### config.mk
export PLATFORM = sky130hd
export DESIGN_NAME = accum_feeder
export DESIGN_NICKNAME = d
export VERILOG_FILES = /design/src/rtl/accum_pkg.sv /design/src/rtl/accum_fifo.sv /design/src/rtl/accum_feeder.sv
export SDC_FILE = /design/constraint.sdc
export NUM_CORES = 1
export LEC_CHECK = 0
export CAP_MARGIN = 10
export CORE_MARGIN = 3
export CORE_UTILIZATION = 56
export CTS_CLUSTER_DIAMETER = 150
export CTS_CLUSTER_SIZE = 8
export DETAILED_ROUTE_END_ITERATION = 16
export PLACE_DENSITY = 0.88
export SLEW_MARGIN = 0
export SYNTH_ARGS = -nofsm -noshare
export SYNTH_HDL_FRONTEND = slang
export SYNTH_SLANG_ARGS = --single-unit
### constraint.sdc
create_clock -name clk -period 7.5 [get_ports clk]
set_input_delay 0.75 -clock clk [delete_from_list [all_inputs] [get_ports clk]]
set_output_delay 0.75 -clock clk [all_outputs]
set_load 0.03 [all_outputs]
### src/rtl/accum_pkg.sv
// Shared types and constants for the accumulator feeder.
package accum_pkg;
  localparam int unsigned DEFAULT_ACCUM_WIDTH = 48;
  localparam int unsigned ERR_CNT_W           = 8;

  typedef enum logic [1:0] {
    IDLE,
    ISSUE,
    RESULT,
    CLEAR
  } feeder_state_t;
endpackage

### src/rtl/accum_fifo.sv
// Synchronous operand FIFO; writes when not full, reads when not empty.
module accum_fifo #(
  parameter int unsigned WIDTH = 48,
  parameter int unsigned DEPTH = 4
) (
  input  logic             clk,
  input  logic             reset_l,
  input  logic             push,
  input  logic [WIDTH-1:0] wdata,
  input  logic             pop,
  output logic [WIDTH-1:0] rdata,
  output logic             full,
  output logic             empty
);
  localparam int unsigned PTR_W = $clog2(DEPTH);
  localparam int unsigned CNT_W = $clog2(DEPTH + 1);

  logic [WIDTH-1:0] mem_q [DEPTH];
  logic [PTR_W-1:0] wr_ptr_q, wr_ptr_d;
  logic [PTR_W-1:0] rd_ptr_q, rd_ptr_d;
  logic [CNT_W-1:0] count_q, count_d;
  logic             do_push, do_pop;

  assign full    = (count_q == CNT_W'(DEPTH));
  assign empty   = (count_q == '0);
  assign do_push = push && !full;
  assign do_pop  = pop && !empty;
  assign rdata   = mem_q[rd_ptr_q];

  // Pointers wrap naturally because DEPTH is a power of two.
  always_comb begin
    wr_ptr_d = wr_ptr_q + PTR_W'(do_push);
    rd_ptr_d = rd_ptr_q + PTR_W'(do_pop);
    count_d  = count_q + CNT_W'(do_push) - CNT_W'(do_pop);
  end

  always_ff @(posedge clk or negedge reset_l) begin
    if (!reset_l) begin
      wr_ptr_q <= '0;
      rd_ptr_q <= '0;
      count_q  <= '0;
    end else begin
      wr_ptr_q <= wr_ptr_d;
      rd_ptr_q <= rd_ptr_d;
      count_q  <= count_d;
    end
  end

  always_ff @(posedge clk) begin
    if (do_push) mem_q[wr_ptr_q] <= wdata;
  end
endmodule

### src/rtl/accum_feeder.sv
// Sequences one Accum session per buffered operand and returns the result,
// re-arming Accum with a one-cycle clear and guarding with a timeout.
module accum_feeder
  import accum_pkg::*;
#(
  parameter int unsigned ACCUM_WIDTH = DEFAULT_ACCUM_WIDTH,
  parameter int unsigned FIFO_DEPTH  = 4,
  parameter int unsigned TIMEOUT     = 15
) (
  input  logic                   clk,
  input  logic                   reset_l,
  input  logic                   in_valid,
  output logic                   in_ready,
  input  logic [ACCUM_WIDTH-1:0] in_data,
  output logic                   acc_en,
  output logic [ACCUM_WIDTH-1:0] acc_add,
  output logic                   acc_rst_l,
  input  logic [ACCUM_WIDTH-1:0] acc_accum,
  input  logic                   acc_done,
  output logic                   res_valid,
  input  logic                   res_ready,
  output logic [ACCUM_WIDTH-1:0] res_data,
  output logic                   res_err,
  output logic [ERR_CNT_W-1:0]   err_cnt
);
  localparam int unsigned TO_W = 8;

  feeder_state_t          state_q, state_d;
  logic [ACCUM_WIDTH-1:0] op_q, op_d;
  logic [TO_W-1:0]        cnt_q, cnt_d;
  logic [ACCUM_WIDTH-1:0] res_data_q, res_data_d;
  logic                   res_err_q, res_err_d;
  logic                   res_valid_q, res_valid_d;
  logic                   acc_en_q, acc_en_d;
  logic                   acc_rst_l_q, acc_rst_l_d;
  logic [ERR_CNT_W-1:0]   err_cnt_q, err_cnt_d;

  logic                   fifo_pop_c;
  logic                   fifo_full;
  logic                   fifo_empty;
  logic [ACCUM_WIDTH-1:0] fifo_rdata;

  accum_fifo #(
    .WIDTH (ACCUM_WIDTH),
    .DEPTH (FIFO_DEPTH)
  ) u_fifo (
    .clk     (clk),
    .reset_l (reset_l),
    .push    (in_valid),
    .wdata   (in_data),
    .pop     (fifo_pop_c),
    .rdata   (fifo_rdata),
    .full    (fifo_full),
    .empty   (fifo_empty)
  );

  assign in_ready  = !fifo_full;
  assign acc_en    = acc_en_q;
  assign acc_add   = op_q;
  assign acc_rst_l = acc_rst_l_q;
  assign res_valid = res_valid_q;
  assign res_data  = res_data_q;
  assign res_err   = res_err_q;
  assign err_cnt   = err_cnt_q;

  always_comb begin
    state_d    = state_q;
    op_d       = op_q;
    cnt_d      = cnt_q;
    res_data_d = res_data_q;
    res_err_d  = res_err_q;
    err_cnt_d  = err_cnt_q;
    fifo_pop_c = 1'b0;

    case (state_q)
      IDLE: begin
        if (!fifo_empty && acc_rst_l_q) begin
          fifo_pop_c = 1'b1;
          op_d       = fifo_rdata;
          cnt_d      = '0;
          state_d    = ISSUE;
        end
      end
      ISSUE: begin
        cnt_d = cnt_q + TO_W'(1);
        // A done arriving on the timeout cycle still counts as success.
        if (acc_done) begin
          res_data_d = acc_accum;
          res_err_d  = 1'b0;
          state_d    = RESULT;
        end else if (cnt_d == TO_W'(TIMEOUT)) begin
          res_data_d = '0;
          res_err_d  = 1'b1;
          if (err_cnt_q != {ERR_CNT_W{1'b1}}) err_cnt_d = err_cnt_q + ERR_CNT_W'(1);
          state_d    = RESULT;
        end
      end
      RESULT: begin
        if (res_ready) state_d = CLEAR;
      end
      CLEAR: begin
        state_d = IDLE;
      end
      default: begin
        state_d = IDLE;
      end
    endcase

    // Registered strobes follow the state being entered, so they stay glitch-free.
    acc_en_d    = (state_d == ISSUE);
    res_valid_d = (state_d == RESULT);
    acc_rst_l_d = (state_d != CLEAR);
  end

  always_ff @(posedge clk or negedge reset_l) begin
    if (!reset_l) begin
      state_q     <= IDLE;
      op_q        <= '0;
      cnt_q       <= '0;
      res_data_q  <= '0;
      res_err_q   <= 1'b0;
      res_valid_q <= 1'b0;
      acc_en_q    <= 1'b0;
      acc_rst_l_q <= 1'b0;
      err_cnt_q   <= '0;
    end else begin
      state_q     <= state_d;
      op_q        <= op_d;
      cnt_q       <= cnt_d;
      res_data_q  <= res_data_d;
      res_err_q   <= res_err_d;
      res_valid_q <= res_valid_d;
      acc_en_q    <= acc_en_d;
      acc_rst_l_q <= acc_rst_l_d;
      err_cnt_q   <= err_cnt_d;
    end
  end
endmodule
==> reports/results.ini <==
[sta]
max_freq_mhz=392.6
relSlewSlack_pct=36.32
tns_ns=0
post-route-period-util_pct=33.96
final_hold_viol_count=0
fin_crit_ns=2.547
worst_slack_ns=4.953
setup_viol=0
fin_skew_ns=0.01423
worstMarginPinSlew_ns=0.9552
rsz0062_at_grt=no
finalMaxSlewViolations=0

[floorplanning]
fp.dieH_um=151.4
die_w_um=151.4
rows=52
ios=210
start_util_pct=57.75
core_area_um2=20490
die_area_um2=22910

[power_and_ir_drop]
ir_drop_mv=0.3255
comb_power_share_pct=34.8
internal_power_w=0.004680
switching_power_w=0.002280
p_leak_nw=5.733
pwr-share-clk_pct=25.8
switching_share_pct=32.76
p_per_area_nw_per_um2=449.3
p_seq_share_pct=39.4

[place]
io_buffers=209
place.gp.congestion=0.8060
pre_cts_ws_ns=4.842
dp_hpwl_mm=15.43

[worst_setup_path]
end_kind=primary output
required_ns=6.75
crit_start=u_fifo.count_q[1]
cp-start-kind=register
r2r-start=state_q[1]
crit_type=reg -> out
cp_max_fo=3
arrival_ns=1.80

[clocking]
clock_latency_ns=0.53
cts_buffers=45
ctsResizeCount=0
cts_tree=yes
max-clock-path-buffers=3
cts_sinks=317
ctsHoldBuffers=0
root_buffer=clkbuf_16
clk_pin_slew_ns=0.05
htree_num_levels=2
post-cts-setup-buffers=0

[synthesis]
synthArstFlopShare_pct=39.43
synth_cell_types=44
yosys.area.top_type=edfxtp_1
yosysMostFrequentCell=edfxtp_1
synthTopCellsByCount=192 x edfxtp_1, 125 x dfrtp_1, 48 x a22o_1, 48 x mux2_2, 48 x mux4_2
yosys_most_used_dff=edfxtp_1
synth_seq_cells=317
avgSynthCellArea_um2=19.79
synth_area_leaders=edfxtp_1 49%, dfrtp_1 26%, mux4_2 9.1%
ys_warn_count=0
syn_area_um2=11840
synth_top_area_share_pct=48.72
synth-edff-count=192
yosysSeqAreaShare_pct=75.15
syn_nets=707
syn_inst=598

[final_layout]
drive_gt1_share_pct=19.49
fillers=1161
area_growth_pct=30.90
num-nets-final=943

[drt]
avgViaCountPerCell=5.694
drt_iter0_markers=298
antenna_left=0
drc=0
num_vias=6451
wl_mm=25.45
wl_per_cell_um=22.47
firstDrtPassIters=4

[global_routing]
track_usage_pct=22.11
grt_pass1_vias=6787
grt_max_degree=126
grt_first_pass_wirelength_mm=38.59
antenna_found_initial=2
grt_overflow_total=0

[run_status]
status=completed

[flow_run]
max_cap_viol_count=0

[worst_hold_path]
hp-class=in -> async

power groups by stage:
stage / Combinational [W] / Clock (W) / Sequential, W
floorplan: 0.00112 / 0 / 0.00314
detailed placement: 0.00241 / 0 / 0.00277
global route: 0.00257 / 0.00191 / 0.00281
finish: 0.00242 / 0.00180 / 0.00274
CTS: 0.00244 / 0.00183 / 0.00275
global placement: 0.00234 / 0 / 0.00272
worst max-delay path: stages, from the launching register on:
cell,delay (ns)
dfrtp_1,0.38
inv_1,0.09
nand3_1,0.12
clkdlybuf4s50_1,0.68
metal layers:
layer,vias to the layer above,wire [um],part of all wire (%),global-route usage (%)
met1,3302,10090,40,28.73
met5,-,11,0.043,0
met4,2,464,1.8,6.120
li1,2850,-,-,-
met3,41,1986,7.8,5.685
met2,256,12900,51,37.41
state kept, by name (all words and copies together), names as in the netlist:
register and flops:
u_fifo.rd_ptr_q 2, state_q 2, u_fifo.count_q 3, acc_add 48, u_fifo.wr_ptr_q 2, u_fifo.mem_q 192
err_cnt 8, res_valid 1, cnt_q 8, acc_rst_l 1, res_err 1, acc_en 1
res_data 48
placed cells by master, fill, tap and decap left out, drive strengths merged, types with 2 or more instances in the layout:
master and instances:
nand4 4, a22o 48, a21oi 2, nor2b 5, clkdlybuf4s50 208, mux2 49
o22ai 3, mux4 48, ha 7, inv 8, clkbuf 72, xor2 4
nand2 17, and3 6, o21ai 10, edfxtp 192, nand2b 2, xnor2 8
dfrtp 125, nor3 4, nand3 6, buf 10, nor2 9
final cells by class:
| cell class | count | area (um^2) | share of cell area (%) |
|---|---|---|---|
| sequential | 317 | 8899 | 57.44 |
| multi-input combinational | 246 | 2765 | 17.85 |
| timing repair buffer | 218 | 2193 | 14.16 |
| clock buffer | 72 | 1227 | 7.923 |
| tap | 270 | 337.8 | 2.181 |
| clock inverter | 3 | 45.04 | 0.2907 |
| inverter | 6 | 22.52 | 0.1454 |
| antenna | 1 | 2.502 | 0.01615 |
per-stage QoR:
stage | cells | hold WS, ns | instance area (um^2) | total power [W] | utilization (%)
after floorplan | 598 | 0.4544 | 11840 | 0.004261 | -
after global placement | 1055 | 0.4835 | 14170 | 0.005066 | 69.14
after detailed placement | 1055 | 0.4917 | 14170 | 0.005185 | 69.14
after CTS | 1130 | 0.4851 | 15440 | 0.007024 | 75.35
after global routing | 1132 | 0.1878 | 15490 | 0.007283 | 75.58
final | 1133 | 0.1630 | 15490 | 0.006960 | 75.59
final timing paths:
check,to,slack [ns],cells past startpoint
min reg2reg,acc_add[25],0.50,1
max reg2reg,res_data[8],5.23,4
min,res_data[25],0.16,1
max in group asynchronous,acc_add[35],6.59,2
min in group clk,acc_add[25],0.50,1
max,in_ready,4.95,3
logic make-up after synthesis:
logic type	synth area share, %
adder cells (fa/ha/maj)	0.9092
buffers and inverters	1.702
multiplexers	13.80
AND/OR/NAND/NOR	2.675
AO/OA/AOI/OAI	4.884
XOR/XNOR	0.8880
flip-flops	75.15
No activity file was read; power rests on OpenSTA's default activity.
